==> src/rtl/cpu_datapath.sv <==
// rtl/cpu_datapath.sv - multicycle CPU datapath: PC, IR, 16x8 register file, ALU, status (optional DP_R0_ZERO_EN)
module cpu_datapath #(
    parameter int          DW       = 8,
    parameter int          AW       = 8,
    parameter int          NREG     = 16,
    parameter logic [15:0] NOP_WORD = 16'hF000
) (
    input  logic          clk,
    input  logic          rst,
    input  logic          pc_ld,
    input  logic          ir_ld,
    input  logic          mem_en,
    input  logic          mem_wrt,
    input  logic          stat_ld,
    input  logic          alu_flag,
    input  logic          pc_branch,
    input  logic          flush,
    input  logic          alu_en,
    input  logic [3:0]    opcode,
    input  logic [3:0]    reg_out,
    input  logic [AW-1:0] branch_addr,
    output logic [AW-1:0] imem_addr,
    input  logic [15:0]   imem_data,
    output logic [15:0]   inst,
    output logic [AW-1:0] pc,
    output logic [3:0]    status,
    output logic          wb_valid,
    output logic [DW-1:0] wb_data,
    output logic          illegal_op
);

    logic [AW-1:0] pc_q, pc_d;
    logic [15:0]   ir_q, ir_d;
    logic [3:0]    status_q, status_d;
    logic          wb_valid_q;
    logic [DW-1:0] wb_data_q;
    logic          illegal_q;
    logic [DW-1:0] rf_q [NREG];

    logic [DW-1:0] op_a, op_b, b_op, alu_res, wr_data;
    logic          alu_c, alu_v, cin;
    logic [3:0]    flags;
    logic          alu_op_ok, wr_en, illegal_hit;

    // Operand reads are combinational from the IR source fields; no write bypass
    always_comb begin
        op_a = rf_q[ir_q[7:4]];
        op_b = rf_q[ir_q[3:0]];
`ifdef DP_R0_ZERO_EN
        if (ir_q[7:4] == 4'd0) op_a = '0;
        if (ir_q[3:0] == 4'd0) op_b = '0;
`endif
    end

    // ALU: result plus carry/overflow; subtract is A + ~B + 1 so C is no-borrow
    always_comb begin
        alu_res = '0;
        alu_c   = 1'b0;
        alu_v   = 1'b0;
        b_op    = alu_flag ? ~op_b : op_b;
        cin     = alu_flag;
        case (opcode)
            4'b0000, 4'b0001: begin
                {alu_c, alu_res} = {1'b0, op_a} + {1'b0, b_op} + {{DW{1'b0}}, cin};
                alu_v = (op_a[DW-1] == b_op[DW-1]) && (alu_res[DW-1] != op_a[DW-1]);
            end
            4'b0010: alu_res = op_a & op_b;
            4'b0011: alu_res = op_a | op_b;
            4'b0100: alu_res = op_a ^ op_b;
            4'b0101: alu_res = ~op_a;
            4'b0110: begin
                alu_res = {op_a[DW-2:0], 1'b0};
                alu_c   = op_a[DW-1];
            end
            4'b0111: begin
                alu_res = {1'b0, op_a[DW-1:1]};
                alu_c   = op_a[0];
            end
            4'b1000: begin
                {alu_c, alu_res} = {1'b0, op_a} + (DW+1)'(1);
                alu_v = ~op_a[DW-1] & alu_res[DW-1];
            end
            4'b1001: begin
                {alu_c, alu_res} = {1'b0, op_a} + {1'b0, {DW{1'b1}}};
                alu_v = op_a[DW-1] & ~alu_res[DW-1];
            end
            4'b1010: alu_res = op_a;
            default: alu_res = '0;
        endcase
        flags = {(alu_res == '0), alu_res[DW-1], alu_c, alu_v};
    end

    // Write enable, write data and next-state selection for PC/IR/status
    always_comb begin
        alu_op_ok   = (opcode <= 4'b1010);
        wr_en       = mem_en && mem_wrt && ((alu_op_ok && alu_en) || (opcode == 4'b1100));
        wr_data     = alu_op_ok ? alu_res : DW'(ir_q[7:0]);
`ifdef DP_R0_ZERO_EN
        if (reg_out == 4'd0) wr_data = '0;
`endif
        illegal_hit = alu_en && ((opcode == 4'b1101) || (opcode == 4'b1110));

        pc_d = pc_q;
        if (pc_branch)  pc_d = branch_addr;
        else if (pc_ld) pc_d = pc_q + AW'(1);

        ir_d = ir_q;
        if (flush)      ir_d = NOP_WORD;
        else if (ir_ld) ir_d = imem_data;

        status_d = status_q;
        if (stat_ld && alu_en && alu_op_ok) status_d = flags;
    end

    // Control/status registers; reset wins over every strobe
    always_ff @(posedge clk) begin
        if (!rst) begin
            pc_q       <= '0;
            ir_q       <= NOP_WORD;
            status_q   <= '0;
            wb_valid_q <= 1'b0;
            wb_data_q  <= '0;
            illegal_q  <= 1'b0;
        end else begin
            pc_q       <= pc_d;
            ir_q       <= ir_d;
            status_q   <= status_d;
            wb_valid_q <= wr_en;
            if (wr_en) wb_data_q <= wr_data;
            if (illegal_hit) illegal_q <= 1'b1;
        end
    end

    // Register file storage
    always_ff @(posedge clk) begin
        if (!rst) begin
            for (int i = 0; i < NREG; i++) rf_q[i] <= '0;
        end else if (wr_en) begin
            rf_q[reg_out] <= wr_data;
        end
    end

    assign imem_addr  = pc_q;
    assign pc         = pc_q;
    assign inst       = ir_q;
    assign status     = status_q;
    assign wb_valid   = wb_valid_q;
    assign wb_data    = wb_data_q;
    assign illegal_op = illegal_q;

endmodule

==> config.mk <==
export PLATFORM = sky130hd
export DESIGN_NAME = cpu_datapath
export DESIGN_NICKNAME = d
export VERILOG_FILES = /design/src/rtl/cpu_datapath.sv
export SDC_FILE = /design/constraint.sdc
export NUM_CORES = 1
export LEC_CHECK = 0
export ABC_AREA = 1
export CAP_MARGIN = 0
export CORE_UTILIZATION = 55
export DETAILED_ROUTE_END_ITERATION = 16
export PLACE_DENSITY_LB_ADDON = 0.25
export SETUP_SLACK_MARGIN = 0.4
export SYNTH_ARGS = -nofsm -noshare
export SYNTH_HDL_FRONTEND = slang
export SYNTH_SLANG_ARGS = --single-unit
==> constraint.sdc <==
create_clock -name clk -period 4.4 [get_ports clk]
set_clock_uncertainty 0.15 [all_clocks]
set_input_delay 1.32 -clock clk [delete_from_list [all_inputs] [get_ports clk]]
set_output_delay 1.32 -clock clk [all_outputs]
set_load 0.005 [all_outputs]
==> summary.md, run 1 <==
| Metric | Value |
|---|---|
| Status | `complete, no violations` |
| Largest net degree at the start of global routing | `93` |
| Average wire per standard cell | `roughly 18 µm` |
| Iteration-0 DRC count of the detailed router | `roughly 1,300` |
| Total grt overflow | `0` |
| Net Sw Power | `~0.0012 W` |
| Syn Inst Count | `1,532` |
| Synth area leaders | `edfxtp_1 (34%), nand2_1 (13%), inv_1 (8.6%), dfxtp_1 (8.2%), nand3_1 (6.9%)` |
| Global Route Usage Sum | `between 30% and 40%` |
| Ys flop type | `edfxtp_1` |
| Slowest CP cell | `clkdlybuf4s50_1` |
| CP Class | `in2reg` |
| Register share of total power | `between 40% and 50%` |
| Clock Sinks | `174` |
| P_int | `0.00302 W` |
| Layout filler cell count | `between 1,500 and 2,000` |
| Crit-path cells | `clkdlybuf4s50_1 > buf_4 > nand3_1 > nand2_1 > ha_1 > a21oi_1 > nand3_1 > nand2_1 > nor2_1 > nor2_1 > nand2_2 > nand2_1 > inv_1` |
| CTS Buffer Depth | `2` |
| Slew margin rel. | `52.4%` |
| DRC | `0` |
| Yosys top cell area share | `~34%` |
| Req. time, crit path | `between 4 and 5 ns` |
| CTS buffer count | `17` |
| Hold Buf Count CTS | `0` |
| Critical path's top delay family | `simple AND/OR/NAND/NOR gates` |
| Fin. Hold Viols | `0` |
| Area taken by multi-input logic gates | `between 4000 and 5000 µm²` |
| Post-synth EDFFs | `between 100 and 150` |
| Hold_ws | `about 0.3 ns` |
| Initial antenna violation count | `0` |
| Row count | `slightly above 50` |
| Final Cell Area | `~13,000 µm²` |
| Vias | `10,700` |
| Worst-Margin Slew | `0.711 ns` |
| Cell taking the most area after synthesis | `edfxtp_1` |
| Share of post-route cells with drive strength above 1 | `9.92%` |
| Slew Limit Fails | `0` |
| PD cells | `322 nW/µm²` |
| Leakage | `between 6 and 7 nW` |
| Chip width | `~140 µm` |
| Unique masters post-synth | `46` |
| Maximum vdd ir drop | `around 290 µV` |
| Logic pwr share | `20.6%` |
| Post-Syn Area per Cell | `7.34 µm²` |
| Die height | `145 µm` |
| Area of the core | `around 20,000 µm²` |
| Dpl hpwl | `23,700 µm` |
| Die area | `~21,000 µm²` |
| Setup TNS | `0 ns` |
| Antenna Nets Post-Route | `0` |
| Most common cell in the netlist | `nand2_1` |
| Clock transition at path regs | `0.07 ns` |
| Post-route setup slack | `between 0.5 and 0.6 ns` |
| Via density | `about 5.6` |
| GPL Wtd Cong | `between 0.9 and 1` |
| Area delta synth->final | `17.5%` |
| Post-synth net total | `approximately 1,600` |
| Synth Register Bits | `174` |
| Slowest stage delay, CP | `roughly 0.61 ns` |
| Pre-CTS WS | `0.101 ns` |
| Tcrit/Tclk final | `between 80% and 90%` |
| Initial Util | `57.0%` |
| FMAX | `approximately 260 MHz` |
| WP buf/inv | `3` |
| IO Port Bufs | `between 80 and 90` |
| Clock Latency Late Sink | `0.44 ns` |
| Unrepaired setup endpoints after global routing | `true` |
| Register area | `between 4000 and 5000 µm²` |
| Crit path max fanout | `17` |
| ANT cells | `0` |
| Asr flop ratio synth | `0%` |
| H-tree Lvls | `4` |
| First-pass GRT wire length | `~53,000 µm` |
| Drt total wl | `around 34,000 µm` |
| # IOs | `between 80 and 90` |
| Seq/Total Area, Yosys | `42.4%` |
| Yosys warns | `0` |
| Most used cell, CP | `nand2_1` |
| Mapped Area | `around 11,000 µm²` |
| CP startpoint kind | `primary input` |
| Clock power share | `between 30 and 40%` |
| Worst hold path class | `reg2reg` |
| DP Area | `~13,000 µm²` |
| CTS tree | `built` |
| CTS root buf | `clkbuf_16` |
| TritonRoute pass-1 iters | `6` |
| Max Cap Viol | `0` |
| WP data arrival | `between 3 and 4 ns` |
| Vias in the first global route | `between 10,000 and 15,000` |
| Commonest cells in the netlist | `nand2_1 (388), inv_1 (257), nand3_1 (155), nor2_1 (129), edfxtp_1 (128)` |
| Sw Ratio | `between 20% and 30%` |
| Setup crit end kind | `register` |
| Min Tclk post-route | `just under 4 ns` |
| Final Setup Violations | `0` |
| Nets | `1,703` |
## power by group through the flow
stage          logic [W]  registers, W  clock network, W
2_1_floorplan   0.000531       0.00188                 0
3_3_place_gp    0.000832       0.00188                 0
3_5_place_dp    0.000849       0.00188                 0
4_1_cts         0.000855       0.00185           0.00153
5_1_grt         0.000949       0.00186           0.00160
6_report        0.000876       0.00185           0.00153
## layout by cell type, fill, tap and decap left out, drive strengths merged, types with 2 or more instances in the layout
cell type / Yosys / routed
a211oi: 3 / 3
a21oi: 52 / 52
a221oi: 5 / 5
a31oi: 2 / 2
buf: 46 / 61
clkbuf: 25 / 25
clkdlybuf4s50: 0 / 88
clkinv: 3 / 7
dfxtp: 46 / 46
edfxtp: 128 / 128
ha: 29 / 29
inv: 286 / 289
nand2: 399 / 399
nand3: 165 / 165
nand3b: 2 / 2
nand4: 3 / 3
nor2: 134 / 134
nor3: 9 / 9
o211ai: 39 / 39
o21ai: 119 / 119
o21bai: 2 / 2
o221ai: 10 / 10
o22ai: 3 / 3
or2: 5 / 5
xor2: 11 / 11
## layer usage
layer / up-vias / global-route usage (%) / wire (µm)
li1: 5107 / - / -
met1: 4931 / 40.0 / 13000
met2: 594 / 54.6 / 16400
met3: 103 / 6.07 / 3230
met4: 0 / 16.2 / 1360
met5: - / 0 / 0
## logic make-up (layout without fill, tap and decap cells)
logic type / Yosys count / count (layout) / share of synthesized area, %
and+or+nand+nor: 719 / 719 / 27.3
buffers and inverters: 360 / 471 / 13.5
AOI/OAI and AO/OA: 237 / 237 / 12.5
DFF: 174 / 174 / 42.4
adders and majority gates: 30 / 30 / 3.41
xor gates and xnor gates: 12 / 12 / 0.935
## per-stage QoR
stage / util [%] / instances / total power (W)
after floorplan: - / 1532 / 0.00241
after global placement: 63.6 / 1875 / 0.00272
after detailed placement: 63.6 / 1875 / 0.00273
after CTS: 66.7 / 1907 / 0.00423
final: 67.0 / 1908 / 0.00426
after global routing: 67.0 / 1908 / 0.00440
## tightest hold or removal path: stages, from the launching register on
cell,delay (ns)
dfxtp_1,0.31
inv_1,0.04
a21oi_1,0.05
## worst paths after layout
check	start	to	slack [ns]	cells past startpoint
setup / recovery	alu_flag	rf_q[2][4]	0.51	13
setup reg to reg	register	rf_q[11][7]	0.54	17
hold / removal	illegal_op	illegal_op	0.30	2
hold reg to reg	illegal_op	illegal_op	0.30	2
## sequential cells by signal (all words and copies together), names as in the netlist, named ones only
signal,flops
rf_q,128
inst,16
imem_addr,8
wb_data,8
status,4
illegal_op,1
wb_valid,1
## final cells by class
cell class	instances	share of cell area [%]
clock buffers	24	3.98
repair buffers	150	10.9
flip-flops and latches	174	36.1
inverters	289	8.26
well taps	265	2.51
multi-input cells	998	37.7
clock inverters	8	0.549
## timing repair
item	in CTS	in global routing
setup endpoints to repair	0	58
endpoints found under the hold margin	0	0
gates resized for setup	0	11
buffers inserted	0	0
No activity file was read; power rests on OpenSTA's default activity.
==> run 2, diff against run 1 <==
--- a/config.mk
+++ b/config.mk
@@ -9,8 +9,9 @@
 export CAP_MARGIN = 0
 export CORE_UTILIZATION = 55
 export DETAILED_ROUTE_END_ITERATION = 16
-export PLACE_DENSITY_LB_ADDON = 0.25
+export PLACE_DENSITY = 0.77
 export SETUP_SLACK_MARGIN = 0.4
+export SKIP_LAST_GASP = 1
 export SYNTH_ARGS = -nofsm -noshare
 export SYNTH_HDL_FRONTEND = slang
 export SYNTH_SLANG_ARGS = --single-unit
==> run 2 against run 1 <==
Non-clock buffer count decreased by 12. Via count increased by 0.90%. Worst hold slack improved by 0.0075 ns. Final cell count decreased by 0.63%. Utilization decreased by 0.62 points. Register-to-register slack improved by 0.05 ns. Total power decreased by 0.44%. Global-route usage decreased by 0.13 points. Sequential power about the same. Critical path depth increased by 3. Clock power about the same. Routed wire length increased by 0.20%. Critical endpoint is now rf_q[15][7]. Largest cell class unchanged. Largest power group unchanged.
==> summary.md, run 2 (synthesized netlist as in run 1, its figures left out) <==
| Metric | Value |
|---|---|
| Row count | `51 (unchanged)` |
| Max FFs per register | `128 (unchanged)` |
| Total grt overflow | `0 (unchanged)` |
| Top reg by flops | `rf_q (unchanged)` |
| Most common cell after layout, fill and taps aside | `nand2_1 (unchanged)` |
| Area of the core | `19,700 µm² (unchanged)` |
| Setup crit end kind | `register (unchanged)` |
| Vias | `10,800 (was 10,700)` |
| Unrepaired setup endpoints after global routing | `false (was true)` |
| H-tree Lvls | `4 (unchanged)` |
| Min Tclk post-route | `3.81 ns (was 3.89 ns)` |
| Slowest CP cell | `dfxtp_2 (was clkdlybuf4s50_1)` |
| Req. time, crit path | `4.45 ns (was 4.44 ns)` |
| TritonRoute pass-1 iters | `6 (unchanged)` |
| Worst hold path class | `reg2reg (unchanged)` |
| Maximum vdd ir drop | `291 µV (was 293 µV)` |
| Chip width | `145 µm (unchanged)` |
| Nets | `1,691 (was 1,703)` |
| CTS root buf | `clkbuf_16 (unchanged)` |
| PD cells | `324 nW/µm² (was 322 nW/µm²)` |
| Status | `complete, no violations (unchanged)` |
| Antenna Nets Post-Route | `0 (unchanged)` |
| Share of post-route cells with drive strength above 1 | `9.01% (was 9.92%)` |
| Slowest stage delay, CP | `0.38 ns (was 0.61 ns)` |
| Tcrit/Tclk final | `86.6% (was 88.4%)` |
| Max Cap Viol | `0 (unchanged)` |
| Initial Util | `57.0% (unchanged)` |
| Pre-CTS WS | `0.137 ns (was 0.101 ns)` |
| Dpl hpwl | `23,800 µm (was 23,700 µm)` |
| Overall power | `0.00424 W (was 0.00426 W)` |
| Via density | `5.71 (was 5.63)` |
| Die area | `21,000 µm² (unchanged)` |
| Clock Sinks | `174 (unchanged)` |
| GPL Wtd Cong | `0.936 (was 0.952)` |
| Clock transition at path regs | `0.06 ns (was 0.07 ns)` |
| CTS buffer count | `17 (unchanged)` |
| Clock Latency Late Sink | `0.44 ns (about the same)` |
| Crit path max fanout | `26 (was 17)` |
| Post-route setup slack | `0.589 ns (was 0.512 ns)` |
| Final Setup Violations | `0 (unchanged)` |
| ANT cells | `0 (unchanged)` |
| CP startpoint kind | `register (was primary input)` |
| WP data arrival | `3.86 ns (was 3.93 ns)` |
| Post-layout utilization of the core | `66.4% (was 67.0%)` |
| CTS Buffer Depth | `2 (unchanged)` |
| Vias in the first global route | `9,915 (was 10,200)` |
| Die height | `145 µm (unchanged)` |
| First-pass GRT wire length | `53,000 µm (about the same)` |
| Leakage | `6.35 nW (was 6.44 nW)` |
| Slew Limit Fails | `0 (unchanged)` |
| Most frequent cells in the layout | `nand2_1 (388), inv_1 (257), nand3_1 (154), nor2_1 (129), edfxtp_1 (128) (was nand2_1 (387), inv_1 (257), nand3_1 (155), nor2_1 (129), edfxtp_1 (128))` |
| Drt total wl | `34,100 µm (about the same)` |
| Slew margin rel. | `55.3% (was 52.4%)` |
| DRC | `0 (unchanged)` |
| Setup TNS | `0 ns (unchanged)` |
| Initial antenna violation count | `0 (unchanged)` |
| Crit-path cells | `inv_4 > buf_4 > o21ai_0 > o211ai_1 > nand3_1 > nand2_2 > inv_1 > nand4_1 > nor2_1 > ha_1 > a211o_1 > nor3_1 > nand3_2 > o21bai_4 > nand2_1 > inv_2 (was clkdlybuf4s50_1 > buf_4 > nand3_1 > nand2_1 > ha_1 > a21oi_1 > nand3_1 > nand2_1 > nor2_1 > nor2_1 > nand2_2 > nand2_1 > inv_1)` |
| Average wire per standard cell | `18.0 µm (was 17.9 µm)` |
| Global Route Usage Sum | `32.4% (was 32.5%)` |
| FMAX | `262 MHz (was 257 MHz)` |
| # IOs | `89 (unchanged)` |
| Fin. Hold Viols | `0 (unchanged)` |
| Hold_ws | `0.306 ns (was 0.299 ns)` |
| CP Class | `reg2reg (was in2reg)` |
| Largest net degree at the start of global routing | `93 (unchanged)` |
| Iteration-0 DRC count of the detailed router | `1,221 (was 1,252)` |
| Area delta synth->final | `16.5% (was 17.5%)` |
| Worst-Margin Slew | `0.667 ns (was 0.711 ns)` |
| IO Port Bufs | `88 (unchanged)` |
| CTS tree | `built (unchanged)` |
| Hold Buf Count CTS | `0 (unchanged)` |
run 2: changes by cell type in the layout (fill, tap and decap cells not counted), moves of 2 or more:
| cell | before | now |
|---|---|---|
| clkinv_4 | 1 | 3 |
| bufinv_16 | 1 | 3 |
| buf_6 | 1 | 3 |
| clkbuf_1 | 3 | 1 |
| clkbuf_16 | 21 | 19 |
| inv_4 | 5 | 3 |
| buf_4 | 55 | 43 |
| buf_12 | 4 | 0 |
| clkinv_1 | 2 | 6 |
run 2: metal layers:
layer  vias to the layer above  GRT usage (%)  routed length [µm]
li1                       5094              -                   -
met1                      5033           42.3               13500
met2                       615           52.8               16300
met3                        90           5.72                3360
met4                         0           13.6                1020
met5                         -              0                   0
run 2: final cells by class:
| class | count | area (µm²) |
|---|---|---|
| Fill cell | 1642 | 6630 |
| Clock inverter | 14 | 150 |
| Multi-Input combinational cell | 998 | 4970 |
| Clock buffer | 18 | 429 |
| Timing Repair Buffer | 138 | 1340 |
| Tap cell | 265 | 332 |
| Inverter | 289 | 1100 |
| Sequential cell | 174 | 4770 |
run 2: critical path: cells and delay by family, from the launching register on:
family / cells / cell delay (ns)
compound gates: 4 / 0.87
buf+inv: 4 / 0.66
fa+ha+maj: 1 / 0.29
flops: 1 / 0.38
simple gates: 7 / 1.23
run 2: report_power, final:
group          internal, W  switching, W
Sequential         0.00182     0.0000365
Clock             0.000882      0.000639
Combinational     0.000297      0.000573
Total              0.00299       0.00125
run 2: timing repair:
item	4_1_cts	5_1_grt
endpoints found under the hold margin	0	0
setup buffers	0	0
setup endpoints to repair	0	52
resized for setup	0	14
run 2: final timing paths:
| check | from | endpoint | slack (ns) | cells after the start |
|---|---|---|---|---|
| hold / removal | illegal_op | illegal_op | 0.31 | 2 |
| setup / recovery | register | rf_q[15][7] | 0.59 | 16 |
| hold reg to reg | illegal_op | illegal_op | 0.31 | 2 |
| setup reg to reg | register | rf_q[15][7] | 0.59 | 16 |
run 2: through the flow:
step	cell area, µm²	cells
3_3_place_gp	12400	1862
4_1_cts	13000	1894
6_report	13100	1896
3_5_place_dp	12400	1862
2_1_floorplan	11200	1532
5_1_grt	13100	1896
